## config.mk

```make
export PLATFORM = sky130hd
export DESIGN_NAME = lfsr_encrypt_ctrl_flat
export DESIGN_NICKNAME = d
export VERILOG_FILES = /design/src/rtl/lfsr_encrypt_ctrl_if.sv /design/src/rtl/lfsr_encrypt_ctrl.sv /design/src/flat_wrapper.sv
export SDC_FILE = /design/constraint.sdc
export NUM_CORES = 1
export LEC_CHECK = 0
export BUFFER_PORTS_ARGS = -buffer_cell sky130_fd_sc_hd__buf_2
export CORE_MARGIN = 2
export CORE_UTILIZATION = 56
export CTS_CLUSTER_SIZE = 30
export DETAILED_ROUTE_END_ITERATION = 8
export PLACE_DENSITY_LB_ADDON = 0.08
export SLEW_MARGIN = 10
export SYNTH_ARGS = -nofsm -noshare
export SYNTH_HDL_FRONTEND = slang
export SYNTH_SLANG_ARGS = --single-unit
```

## constraint.sdc

```tcl
create_clock -name clk -period 3.5 [get_ports clk]
set_input_delay 0 -clock clk [delete_from_list [all_inputs] [get_ports clk]]
set_output_delay 0 -clock clk [all_outputs]
set_load 0.1 [all_outputs]
```

## src/rtl/lfsr_encrypt_ctrl_if.sv

```systemverilog
// Bundle between the encryption sequencer and its surroundings: start/done handshake,
// shared data-memory port and lfsr6 control pins. master = sequencer, slave = environment.
interface lfsr_encrypt_ctrl_if;
  logic       start;
  logic       busy;
  logic       done;
  logic       err;
  logic [6:0] rd_addr;
  logic [7:0] rd_data;
  logic       wr_en;
  logic [6:0] wr_addr;
  logic [7:0] wr_data;
  logic       lfsr_init;
  logic       lfsr_en;
  logic [5:0] lfsr_taps;
  logic [5:0] lfsr_start;
  logic [5:0] lfsr_state;

  modport master (
    input  start, rd_data, lfsr_state,
    output busy, done, err, rd_addr, wr_en, wr_addr, wr_data,
           lfsr_init, lfsr_en, lfsr_taps, lfsr_start
  );

  modport slave (
    output start, rd_data, lfsr_state,
    input  busy, done, err, rd_addr, wr_en, wr_addr, wr_data,
           lfsr_init, lfsr_en, lfsr_taps, lfsr_start
  );
endinterface

```

## src/rtl/lfsr_encrypt_ctrl.sv

```systemverilog
// Reads tap/preamble/seed config, loads lfsr6, then encrypts 64 chars to OUT_BASE.. (one write per 2 cycles).
// Start-to-done is 134 cycles; no backpressure, start is only sampled in IDLE.
module lfsr_encrypt_ctrl #(
  parameter int MSG_LEN  = 50,
  parameter int OUT_BASE = 64
) (
  input logic                 clk,
  input logic                 rst_n,
  lfsr_encrypt_ctrl_if.master bus
);

  typedef enum logic [2:0] {S_IDLE, S_CFG, S_LOAD, S_RUN, S_DONE} state_t;

  state_t     state_q, state_d;
  logic [6:0] cnt_q, cnt_d;
  logic [5:0] taps_q, taps_d;
  logic [3:0] plen_q, plen_d;
  logic [5:0] seed_q, seed_d;
  logic       err_q, err_d;

  logic [5:0] k;
  logic       phase_b;
  logic [6:0] msg_idx;
  logic       is_msg;
  logic [5:0] ch_off;
  logic       unused_rd_hi;

  // In RUN the counter holds {k, phase}; in CFG its low two bits are the config cycle.
  assign k       = cnt_q[6:1];
  assign phase_b = cnt_q[0];
  assign msg_idx = {1'b0, k} - {3'b000, plen_q};
  assign is_msg  = ({1'b0, k} >= {3'b000, plen_q}) && (msg_idx < 7'(MSG_LEN));
  assign ch_off  = is_msg ? (bus.rd_data[5:0] - 6'h20) : 6'h00;
  assign unused_rd_hi = ^bus.rd_data[7:6];

  always_ff @(posedge clk or negedge rst_n) begin
    if (!rst_n) begin
      state_q <= S_IDLE;
      cnt_q   <= '0;
      taps_q  <= '0;
      plen_q  <= '0;
      seed_q  <= '0;
      err_q   <= 1'b0;
    end else begin
      state_q <= state_d;
      cnt_q   <= cnt_d;
      taps_q  <= taps_d;
      plen_q  <= plen_d;
      seed_q  <= seed_d;
      err_q   <= err_d;
    end
  end

  always_comb begin
    state_d = state_q;
    cnt_d   = cnt_q;
    taps_d  = taps_q;
    plen_d  = plen_q;
    seed_d  = seed_q;
    err_d   = err_q;
    case (state_q)
      S_IDLE: begin
        if (bus.start) begin
          state_d = S_CFG;
          cnt_d   = '0;
          err_d   = 1'b0;
        end
      end
      S_CFG: begin
        cnt_d = cnt_q + 7'd1;
        case (cnt_q[1:0])
          2'd1: begin
            case (bus.rd_data[2:0])
              3'd0:    taps_d = 6'h21;
              3'd1:    taps_d = 6'h2D;
              3'd2:    taps_d = 6'h30;
              3'd3:    taps_d = 6'h33;
              3'd4:    taps_d = 6'h36;
              3'd5:    taps_d = 6'h39;
              default: begin
                taps_d = 6'h21;
                err_d  = 1'b1;
              end
            endcase
          end
          2'd2: begin
            if (bus.rd_data[3:0] < 4'd7) begin
              plen_d = 4'd7;
              err_d  = 1'b1;
            end else if (bus.rd_data[3:0] > 4'd12) begin
              plen_d = 4'd12;
              err_d  = 1'b1;
            end else begin
              plen_d = bus.rd_data[3:0];
            end
          end
          2'd3: begin
            if (bus.rd_data[5:0] == 6'd0) begin
              seed_d = 6'h01;
              err_d  = 1'b1;
            end else begin
              seed_d = bus.rd_data[5:0];
            end
            state_d = S_LOAD;
            cnt_d   = '0;
          end
          default: ;
        endcase
      end
      S_LOAD: state_d = S_RUN;
      S_RUN: begin
        cnt_d = cnt_q + 7'd1;
        if (cnt_q == 7'd127) state_d = S_DONE;
      end
      S_DONE:  state_d = S_IDLE;
      default: state_d = S_IDLE;
    endcase
  end

  always_comb begin
    bus.busy      = 1'b0;
    bus.done      = 1'b0;
    bus.rd_addr   = '0;
    bus.wr_en     = 1'b0;
    bus.wr_addr   = '0;
    bus.wr_data   = '0;
    bus.lfsr_init = 1'b0;
    bus.lfsr_en   = 1'b0;
    case (state_q)
      S_CFG: begin
        bus.busy = 1'b1;
        if (cnt_q[1:0] != 2'd3) bus.rd_addr = 7'd61 + {5'd0, cnt_q[1:0]};
      end
      S_LOAD: begin
        bus.busy      = 1'b1;
        bus.lfsr_init = 1'b1;
      end
      S_RUN: begin
        bus.busy = 1'b1;
        if (!phase_b) begin
          if (is_msg) bus.rd_addr = msg_idx;
        end else begin
          bus.wr_en   = 1'b1;
          bus.wr_addr = 7'(OUT_BASE) + {1'b0, k};
          bus.wr_data = {2'b00, ch_off ^ bus.lfsr_state};
          bus.lfsr_en = 1'b1;
        end
      end
      S_DONE:  bus.done = 1'b1;
      default: ;
    endcase
  end

  assign bus.err        = err_q;
  assign bus.lfsr_taps  = taps_q;
  assign bus.lfsr_start = seed_q;

endmodule

```

## src/flat_wrapper.sv

```systemverilog
// flat-port wrapper written by rule: the top's interface ports become plain ports
module lfsr_encrypt_ctrl_flat 
#(
  parameter int MSG_LEN  = 50,
  parameter int OUT_BASE = 64
)
  (clk, rst_n, bus_start, bus_rd_data, bus_lfsr_state, bus_busy, bus_done, bus_err, bus_rd_addr, bus_wr_en, bus_wr_addr, bus_wr_data, bus_lfsr_init, bus_lfsr_en, bus_lfsr_taps, bus_lfsr_start);
  lfsr_encrypt_ctrl_if bus_i ();
  input logic clk;
  input logic rst_n;
  input wire logic [$bits(bus_i.start)-1:0] bus_start;
  input wire logic [$bits(bus_i.rd_data)-1:0] bus_rd_data;
  input wire logic [$bits(bus_i.lfsr_state)-1:0] bus_lfsr_state;
  output wire logic [$bits(bus_i.busy)-1:0] bus_busy;
  output wire logic [$bits(bus_i.done)-1:0] bus_done;
  output wire logic [$bits(bus_i.err)-1:0] bus_err;
  output wire logic [$bits(bus_i.rd_addr)-1:0] bus_rd_addr;
  output wire logic [$bits(bus_i.wr_en)-1:0] bus_wr_en;
  output wire logic [$bits(bus_i.wr_addr)-1:0] bus_wr_addr;
  output wire logic [$bits(bus_i.wr_data)-1:0] bus_wr_data;
  output wire logic [$bits(bus_i.lfsr_init)-1:0] bus_lfsr_init;
  output wire logic [$bits(bus_i.lfsr_en)-1:0] bus_lfsr_en;
  output wire logic [$bits(bus_i.lfsr_taps)-1:0] bus_lfsr_taps;
  output wire logic [$bits(bus_i.lfsr_start)-1:0] bus_lfsr_start;
  assign bus_i.start = bus_start;
  assign bus_i.rd_data = bus_rd_data;
  assign bus_i.lfsr_state = bus_lfsr_state;
  assign bus_busy = bus_i.busy;
  assign bus_done = bus_i.done;
  assign bus_err = bus_i.err;
  assign bus_rd_addr = bus_i.rd_addr;
  assign bus_wr_en = bus_i.wr_en;
  assign bus_wr_addr = bus_i.wr_addr;
  assign bus_wr_data = bus_i.wr_data;
  assign bus_lfsr_init = bus_i.lfsr_init;
  assign bus_lfsr_en = bus_i.lfsr_en;
  assign bus_lfsr_taps = bus_i.lfsr_taps;
  assign bus_lfsr_start = bus_i.lfsr_start;
  lfsr_encrypt_ctrl #(.MSG_LEN(MSG_LEN), .OUT_BASE(OUT_BASE)) u_core (.clk(clk), .rst_n(rst_n), .bus(bus_i));
endmodule
```

==> Flow_metrics.wiki <==
{| class="wikitable"
! Metric !! Value
|-
| Total length of routed wires || 4205 um
|-
| Synthesis warning total || 0
|-
| Crit path buffers/inverters || 3
|-
| Global routing met3 resource utilization || 1.802%
|-
| Standby leakage power || around 0.0011 uW
|-
| Hold Crit Class || in2reg
|-
| Clock insertion delay at the later pin of the skew report || roughly 340 ps
|-
| Post-DP Area || 2178 sq um
|-
| Final clock skew || between 10 and 15 ps
|-
| Crit path kind || reg2out
|-
| TritonCTS clock tree || built
|-
| Detail Placement HPWL || just over 3000 um
|-
| Design Area, Final || around 2300 sq um
|-
| Site Rows || 21
|-
| Count of port buffers added during placement || between 50 and 60
|-
| Clock buffer depth || 2
|-
| Worst-case headroom to the max-slew limit || about 60%
|-
| Crit path required time || around 3500 ps
|-
| Antenna-violating nets left || 0
|-
| Fraction of final layout cells with drive strength greater than 1 || between 20% and 30%
|-
| Vias per std cell || 5.349
|-
| Worst-path cell with the longest stage delay || dfrtp_1
|-
| Sequential cell area fraction in the yosys report || 34.88%
|-
| Die Y-Extent || around 63 um
|-
| Synth Register Bits || 27
|-
| Fmax achieved || ~310 MHz
|-
| Status || finished, final reports clean
|-
| Most common cell after layout, fill and taps aside || buf_2
|-
| Clock tree sinks || 27
|-
| Number of violations of the max-capacitance limit || 0
|-
| Library cell appearing most often on the critical path || inv_1
|-
| Total Die Area || 3945 sq um
|-
| Initial cell density of the core || between 50% and 60%
|-
| Crit. End Element || output pin
|-
| Synthesized netlist cell count || approximately 230
|-
| Setup-violating endpoint count in the final report || 0
|-
| Ant. Diodes || 0
|-
| Data arrival time of the critical path || 3270 ps
|-
| Number of iterations in the first detailed-routing pass || 4
|-
| Largest area contributor in the netlist || dfrtp_1
|-
| Post-route setup TNS || 0 ps
|-
| Count of boundary I/O pins || 57
|-
| Routing layer with the top usage in global route || met2
|-
| Worst supply voltage drop on vdd || 225.8 uV
|-
| Crit-path cells || inv_1, ha_1, inv_1, fa_1, xnor2_1, nand3b_1, mux2i_2, o31ai_4, or3_1, a21oi_2, clkbuf_4
|-
| GRT met1 Usage || approximately a third
|-
| Horizontal die dimension || approximately 63 um
|-
| First-pass GRT wire length || 7334 um
|-
| Synthesized area || ~1900 sq um
|-
| Commonest cells after routing, fill and taps aside || buf_2, dfrtp_1, nand2_1, o21ai_0
|-
| Dominant cells by area after synthesis || dfrtp_1, ha_1, o21ai_0, nand2_1, a21oi_1
|-
| Congestion Overflow GR || 0
|-
| Number of clock buffers inserted by TritonCTS || 3
|-
| CP max stage delay || ~450 ps
|-
| Fraction of registers with async set or reset after synthesis || 100.0%
|-
| Routability congestion estimate from global placement || approximately 0.83
|-
| Synthesized area per cell || approximately 8.5 sq um
|-
| Level count of the clock H-tree || 1
|-
| Primary flip-flop cell chosen by synthesis mapping || dfrtp_1
|-
| Met2 track demand over resource in global routing || 37.10%
|-
| Post-synthesis to final-layout area growth || 19.64%
|-
| Transition at the pin with the smallest max-transition slack || 596.0 ps
|-
| Clk pin slew, worst setup/hold paths || 160 ps
|-
| DRC Markers || 0
|-
| Number of enable flip-flop cells after synthesis || 0
|-
| Top-area cell type share of the netlist area || between 30% and 40%
|-
| Routed vias || 1,717
|-
| Nets || 303
|-
| Number of global-route vias before repair || roughly 1,600
|-
| WL per Instance || 13.10 um
|-
| Crit path max fanout || 12
|-
| Initial DRC count || 80
|-
| Post-CTS Setup Bufs || 0
|-
| Initial antenna violation count || 0
|-
| Final critical path time including I/O delays and setup || around 3300 ps
|-
| Number of distinct library cell variants in the gate-level netlist after synthesis || 50
|-
| CP delay by family, top || adder cells
|-
| Number of hold violations in the final report || 0
|-
| Period utilisation layout || between 90 and 100%
|-
| Core footprint || approximately 3300 sq um
|-
| GRT Overall Usage || between 20% and 30%
|-
| Critical path launch point type || flip-flop
|-
| Fin. max-slew vios || 0
|-
| Pwr/cell area || roughly 270 nW/um^2
|-
| Root buf cell || clkbuf_4
|-
| Maximum number of pins on one net before global-route repair || 28
|}
per-layer routing:
layer | vias to the layer above | routed length (um)
met1 | 797 | 2079
met2 | 40 | 1958
met3 | 2 | 147
met4 | 0 | 19
li1 | 878 | -
met5 | - | 0
final cells by class:
type / instances / area (sq um)
clock inverter: 1 / 8.758
inverter: 14 / 52.55
timing repair buffer: 59 / 350.3
clock buffer: 3 / 22.52
tap: 46 / 57.56
sequential: 27 / 675.6
fill: 302 / 1020
multi-input combinational: 171 / 1150
synthesized netlist by cell type (3+ instances only):
cell type   n
inv_1      13
nand2b_1    3
or3_1       6
buf_4       5
a21oi_1    16
clkbuf_1    7
nand3_1     7
o21ai_0    22
o31ai_1     6
a21o_1      3
ha_1        9
nor2_1     13
nand2_1    26
xnor2_1     3
and2_1      6
buf_6       4
dfrtp_1    27
nor3_1      7
mux2_2      7
path summary, 6_finish.rpt:
kind                       slack [ps]  depth (start not counted)                     from                  endpoint
hold reg to reg                   480                          1  u_core.bus.lfsr_taps[5]   u_core.bus.lfsr_taps[5]
setup / recovery                  230                         11          u_core.cnt_q[1]            bus_wr_data[4]
setup reg to reg                 1470                          5        u_core.state_q[1]          u_core.plen_q[0]
hold / removal                     30                          3           bus_rd_data[2]          u_core.plen_q[2]
max in group asynchronous        2930                          2                    rst_n           u_core.cnt_q[0]
min in group asynchronous         170                          2                    rst_n  u_core.bus.lfsr_start[5]
stage by stage:
| stage | utilization (%) | hold slack (ps) | power [uW] | instances | worst slack, ps |
|---|---|---|---|---|---|
| after floorplan | - | -295.6 | 453.6 | 229 | -553.8 |
| after global placement | 65.28 | 44.55 | 482.5 | 309 | 492.9 |
| after detailed placement | 65.28 | 43.51 | 483.4 | 309 | 444.9 |
| after CTS | 68.62 | 14.83 | 635.2 | 321 | 62.63 |
| after global routing | 69.44 | 13.45 | 659.9 | 321 | -26.65 |
| final | 69.44 | 27.33 | 633.4 | 321 | 232.5 |
worst reg2reg max path, cell delays in order (launching register included):
cell and delay (ps):
dfrtp_1 580, clkinv_1 330, and3_1 310, nor2_1 110, a31oi_1 50, dlygate4sd3_1 570
state kept, by name (all words and copies together) (netlist names):
| signal | count |
|---|---|
| u_core.bus.lfsr_start | 6 |
| u_core.cnt_q | 7 |
| u_core.state_q | 3 |
| u_core.bus.err | 1 |
| u_core.plen_q | 4 |
| u_core.bus.lfsr_taps | 6 |
where the power goes:
| part | leakage (uW) | total [uW] | switching (uW) | internal [uW] |
|---|---|---|---|---|
| logic | 0.000788 | 165 | 130 | 34.4 |
| registers | 0.000287 | 321 | 3.05 | 318 |
| clock network | 0.0000183 | 148 | 101 | 46.7 |
| total | 0.00109 | 633 | 234 | 399 |
cell families after synthesis:
logic type                 Yosys count  synth area share [%]
AOI/OAI and AO/OA                   62                 20.67
xor gates and xnor gates             5                 2.649
adders and majority gates           10                 6.848
buffers and inverters               31                 8.592
DFF                                 27                 34.88
muxes                                8                 4.587
other                                1                0.1936
and+or+nand+nor                     83                 21.58
repair_timing:
action	4_1_cts	5_1_grt
resized for setup	0	8
endpoints found under the setup margin	0	6
endpoints found under the hold margin	37	0
hold buffers	8	0
Power figures use the tool's default switching activity.
